--- src/rtl/act_pkg.sv ---
// act_pkg: shared constants for the activation pack unit.
// Lane geometry, quantised value range and debug counter width live here so
// the clamp stage and the packer always agree on them.
package act_pkg;

   // Width of one quantised activation and lanes per packed output word.
   localparam int OUT_BITS  = 8;
   localparam int PACK_N    = 4;

   // Derived geometry.
   localparam int LANE_W    = (PACK_N > 1) ? $clog2(PACK_N) : 1;
   localparam int WORD_BITS = OUT_BITS * PACK_N;

   // Signed range of one quantised activation (127 / -128 for 8 bits).
   localparam int ACT_MAX   = (1 << (OUT_BITS - 1)) - 1;
   localparam int ACT_MIN   = -(1 << (OUT_BITS - 1));

   // Saturation event counter width; the counter sticks at all-ones.
   localparam int SAT_CNT_W = 16;

endpackage

--- src/rtl/act_sat.sv ---
// act_sat: combinational ReLU + clamp of one shifted accumulator value to
// signed OUT_BITS. Build option ACT_RELU_EN raises the lower clamp bound to 0.
// The sat flag always reports clipping against the full signed range, so
// ReLU zeroing of a small negative value is not flagged.
module act_sat
   import act_pkg::*;
#(
   parameter int DATA_BITS = 32
) (
   input  logic [DATA_BITS-1:0] d_in,
   output logic [OUT_BITS-1:0]  d_out,
   output logic                 sat
);

   localparam logic signed [DATA_BITS-1:0] HI     = DATA_BITS'(ACT_MAX);
   localparam logic signed [DATA_BITS-1:0] SAT_LO = DATA_BITS'(ACT_MIN);
`ifdef ACT_RELU_EN
   localparam logic signed [DATA_BITS-1:0] LO     = '0;
`else
   localparam logic signed [DATA_BITS-1:0] LO     = SAT_LO;
`endif

   logic signed [DATA_BITS-1:0] x;
   assign x = $signed(d_in);

   // Clamp to [LO, HI] and flag values outside the full signed output range.
   always_comb begin
      sat   = (x > HI) || (x < SAT_LO);
      d_out = x[OUT_BITS-1:0];
      if (x > HI) begin
         d_out = HI[OUT_BITS-1:0];
      end else if (x < LO) begin
         d_out = LO[OUT_BITS-1:0];
      end
   end

endmodule

--- src/rtl/act_pack_unit.sv ---
// act_pack_unit: quantises shifted activations to signed 8-bit (optional ReLU
// via ACT_RELU_EN) and packs PACK_N of them per output word, lane 0 in the
// LSBs. in_last closes a partial word early; out_strb marks the written lanes.
// The output side is a single registered slot; in_ready is the only
// combinational output.
module act_pack_unit
   import act_pkg::*;
#(
   parameter int DATA_BITS = 32
) (
   input  logic                  clk,
   input  logic                  rst,
   input  logic                  in_valid,
   output logic                  in_ready,
   input  logic [DATA_BITS-1:0]  in_data,
   input  logic                  in_last,
   output logic                  out_valid,
   input  logic                  out_ready,
   output logic [WORD_BITS-1:0]  out_data,
   output logic [PACK_N-1:0]     out_strb,
   output logic                  out_last,
   output logic [SAT_CNT_W-1:0]  sat_cnt
);

   logic [LANE_W-1:0]    lane_reg;
   logic [WORD_BITS-1:0] pack_reg;
   logic                 out_valid_reg;
   logic [WORD_BITS-1:0] out_data_reg;
   logic [PACK_N-1:0]    out_strb_reg;
   logic                 out_last_reg;
   logic [SAT_CNT_W-1:0] sat_cnt_reg;

   logic [OUT_BITS-1:0]  q_byte;
   logic                 q_sat;
   logic                 accept;
   logic                 last_lane;
   logic                 complete;
   logic [WORD_BITS-1:0] word_next;
   logic [PACK_N-1:0]    strb_next;

   act_sat #(
      .DATA_BITS (DATA_BITS)
   ) u_sat (
      .d_in  (in_data),
      .d_out (q_byte),
      .sat   (q_sat)
   );

   // A new element may enter whenever the output slot is free or draining.
   assign in_ready  = !out_valid_reg || out_ready;
   assign accept    = in_valid && in_ready;
   assign last_lane = (lane_reg == LANE_W'(PACK_N - 1));
   assign complete  = accept && (in_last || last_lane);

   // Word as it would look with the current byte merged into its lane;
   // lanes above the current one are still zero from the last clear.
   genvar gi;
   generate
      for (gi = 0; gi < PACK_N; gi++) begin : g_lane
         assign word_next[gi*OUT_BITS +: OUT_BITS] =
            (lane_reg == LANE_W'(gi)) ? q_byte : pack_reg[gi*OUT_BITS +: OUT_BITS];
         assign strb_next[gi] = (LANE_W'(gi) <= lane_reg);
      end
   endgenerate

   // Lane counter and pack register: fill lanes, restart after each word.
   always_ff @(posedge clk) begin
      if (rst) begin
         lane_reg <= '0;
         pack_reg <= '0;
      end else if (accept) begin
         if (complete) begin
            lane_reg <= '0;
            pack_reg <= '0;
         end else begin
            lane_reg <= lane_reg + LANE_W'(1);
            pack_reg <= word_next;
         end
      end
   end

   // Output slot: load on completion, hold while stalled, empty on transfer.
   always_ff @(posedge clk) begin
      if (rst) begin
         out_valid_reg <= 1'b0;
         out_data_reg  <= '0;
         out_strb_reg  <= '0;
         out_last_reg  <= 1'b0;
      end else if (complete) begin
         out_valid_reg <= 1'b1;
         out_data_reg  <= word_next;
         out_strb_reg  <= strb_next;
         out_last_reg  <= in_last;
      end else if (out_ready) begin
         out_valid_reg <= 1'b0;
      end
   end

   // Debug count of accepted saturating elements, sticky at all-ones.
   always_ff @(posedge clk) begin
      if (rst) begin
         sat_cnt_reg <= '0;
      end else if (accept && q_sat && (sat_cnt_reg != '1)) begin
         sat_cnt_reg <= sat_cnt_reg + SAT_CNT_W'(1);
      end
   end

   assign out_valid = out_valid_reg;
   assign out_data  = out_data_reg;
   assign out_strb  = out_strb_reg;
   assign out_last  = out_last_reg;
   assign sat_cnt   = sat_cnt_reg;

endmodule
--- config.mk ---
export PLATFORM = sky130hd
export DESIGN_NAME = act_pack_unit
export DESIGN_NICKNAME = d
export VERILOG_FILES = /design/src/rtl/act_pkg.sv /design/src/rtl/act_sat.sv /design/src/rtl/act_pack_unit.sv
export SDC_FILE = /design/constraint.sdc
export NUM_CORES = 1
export LEC_CHECK = 0
export CELL_PAD_IN_SITES_DETAIL_PLACEMENT = 2
export CELL_PAD_IN_SITES_GLOBAL_PLACEMENT = 2
export CORE_MARGIN = 2
export CORE_UTILIZATION = 30
export CTS_BUF_LIST = sky130_fd_sc_hd__clkbuf_16
export CTS_CLUSTER_DIAMETER = 50
export DETAILED_ROUTE_END_ITERATION = 7
export GPL_TIMING_DRIVEN = 0
export PLACE_DENSITY_LB_ADDON = 0.3
export SLEW_MARGIN = 25
export SYNTH_ARGS = -nofsm -noshare
export SYNTH_HDL_FRONTEND = slang
export SYNTH_SLANG_ARGS = --single-unit
--- constraint.sdc ---
create_clock -name clk -period 2.4 [get_ports clk]
set_clock_uncertainty 0.05 [all_clocks]
set_input_delay 0.24 -clock clk [delete_from_list [all_inputs] [get_ports clk]]
set_output_delay 0.24 -clock clk [all_outputs]
set_load 0.1 [all_outputs]
==> impl_metrics.toml <==
[grt]
grt_max_degree = 18
antenna_found_initial = 0
grt_pass1_vias = 4318
grt_overflow = 0
grt_usage_pct = 20.86
grt_pass1_wl_microns = 23650

[setup_path]
cp-start-kind = "input pin"
r2r-start = "out_valid$_SDFFE_PP0P_"
cp-startpoint = "in_data[25]"
crit_fanout = 10
end_kind = "flip-flop"
worstPathRequired_ps = 2590
worst_ep_arrival_time_ps = 2490
path_class = "in -> reg"

[synthesis]
syn_nets = 501
yosysMostFrequentCell = "dfxtp_1"
yosysSeqAreaShare_pct = 43.24
synth_edf_count = 0
ys_seq_elements = 88
syn_area_sq_mm = 0.004074
synthArstFlopShare_pct = 0
yosysWarnings = 0
synth_cell_types = 48
synth_top_area_share_pct = 43.24
synth_area_leaders = "dfxtp_1 (43%), a21oi_1 (5.0%), o311ai_0 (4.9%)"
yosys.area.top_type = "dfxtp_1"
syn_inst = 459
synthTopCellsByCount = "dfxtp_1 (88), nand2_1 (46), a21oi_1 (41), nor2_1 (31), clkbuf_1 (27)"
avgSynthCellArea_sq_um = 8.876
synthFlopType = "dfxtp_1"

[place]
post-place-cells = 724
placed_cell_area_sq_mm = 0.005209
place_congestion = 0.8128
portBuffers = 89
post-dp-hpwl_microns = 11080

[floorplan]
io_pins = 92
dieArea_sq_mm = 0.01453
start_util_pct = 30.76
num_rows = 42
die_w_microns = 120.5
die_h_microns = 120.5
core_area_sq_mm = 0.01324

[run]
drv_cap = 0

[power]
p_leak_nw = 1.969
ir_drop_mv = 0.3283
p_total_w = 0.003559
comb_power_share_pct = 15.0
p_sw_w = 0.001078
clkPwrFrac_pct = 42.4
swShare_pct = 30.28
power_density_mw_per_mm2 = 642.7
internal_power_w = 0.002481
p_seq_share_pct = 42.6

[sta]
slew_headroom_pct = 32.90
setup_tns_ps = 0
period_minus_slack_ps = 2297
worst_slew_pin_slew_ps = 1003
rsz0062_at_grt = "no"
finalHoldViolCount = 0
fmax_mhz = 435.3
finalCritPeriodShare_pct = 95.72
maxSlewViolCount = 0
timing.hold.ws_ps = 349.7
setup-violations-final = 0

[cts]
clkTransAtPathRegs_ps = 70
cts-buffers-inserted = 9
cts_tree = "done"
cts.sinks = 88
cts.path.max_buffers = 2
clk_latency_ps = 350
h-tree-depth = 3
cts_root_buffer = "clkbuf_16"

[layout]
final_nets = 601
drive_gt1_share_pct = 14.36
syn_to_final_growth_pct = 35.93
instances_no_fill = 740
fill_cells = 1452
n_antenna_cell = 0
stdcell_area_sq_mm = 0.005538

[route]
vias_per_cell = 5.461
firstDrtPassIters = 4
postRouteAntennaNets = 0
wl_microns = 14950
vias = 4041
drcViolationCount = 0
dr.first_iter.drc_count = 135
wl_per_cell_microns = 20.20

[min_path]
min_from = "rst"
hp-class = "in -> reg"

[run_status]
status = "completed"
metal layers:
metal	vias to the layer above	share of wire [%]	global-route usage, %
met2	104	47	34.57
met1	2010	47	27.23
met4	0	1.9	6.831
met5	-	0	0
li1	1903	-	-
met3	24	4.4	4.104
power by group through the flow:
stage | Clock (W) | Combinational (W) | Sequential, W
2_1_floorplan | 0 | 0.000165 | 0.00172
6_report | 0.00151 | 0.000534 | 0.00152
3_5_place_dp | 0 | 0.000530 | 0.00155
4_1_cts | 0.00154 | 0.000535 | 0.00152
3_3_place_gp | 0 | 0.000515 | 0.00155
5_1_grt | 0.00160 | 0.000566 | 0.00152
worst max-delay path, stage by stage:
cell and delay [ps]:
clkdlybuf4s50_1 430, or4_1 530, buf_2 200, nor3_2 160
a22o_2 220, buf_6 170, buf_8 150, nor2_2 60
mux2_4 320
what timing repair did:
item	in CTS	in global routing
endpoints found under the hold margin	0	0
buffers inserted	0	2
resized for setup	1	5
hold buffers	0	0
pin swaps	0	1
endpoints found under the setup margin	6	27
layout by cell type (no fill, tap or decap), types with 13 or more instances in the layout:
master,synthesis,routed
a21oi_1,41,41
dfxtp_2,0,13
nand2_1,46,46
or2_2,22,22
dfxtp_1,88,75
and3_1,17,17
clkbuf_1,27,24
clkdlybuf4s50_1,0,89
nor2_1,31,31
o2bb2ai_1,21,21
o311ai_0,23,21
layout make-up:
| class | count | area [sq um] | area share, % |
|---|---|---|---|
| Tap cell | 176 | 220.2 | 3.976 |
| Buffer | 32 | 162.7 | 2.937 |
| Multi-Input combinational cell | 328 | 2127 | 38.41 |
| Clock inverter | 7 | 85.08 | 1.536 |
| Sequential cell | 88 | 1778 | 32.11 |
| Inverter | 9 | 33.78 | 0.6100 |
| Timing Repair Buffer | 91 | 905.9 | 16.36 |
| Clock buffer | 9 | 225.2 | 4.067 |
final timing paths:
| kind | end | slack (ps) | depth (start not counted) |
|---|---|---|---|
| setup / recovery | sat_cnt[0]$_SDFFE_PP0P_ | 100 | 9 |
| hold / removal | sat_cnt[6]$_SDFFE_PP0P_ | 350 | 3 |
| setup reg to reg | out_data[28]$_SDFFE_PP0P_ | 260 | 7 |
| hold reg to reg | out_last$_SDFFE_PP0P_ | 410 | 2 |
cell families after synthesis:
group | synth area share [%]
simple gates | 26.20
compound gates | 19.90
flops | 43.24
buf+inv | 4.945
mux | 4.177
fa+ha+maj | 1.536
stage by stage:
step	util (%)	setup slack, ps
2_1_floorplan	-	14.70
3_3_place_gp	39.33	-373.3
3_5_place_dp	39.33	-369.5
4_1_cts	41.74	12.36
5_1_grt	41.82	5.848
6_report	41.82	102.6
No activity file was read; power rests on OpenSTA's default activity.
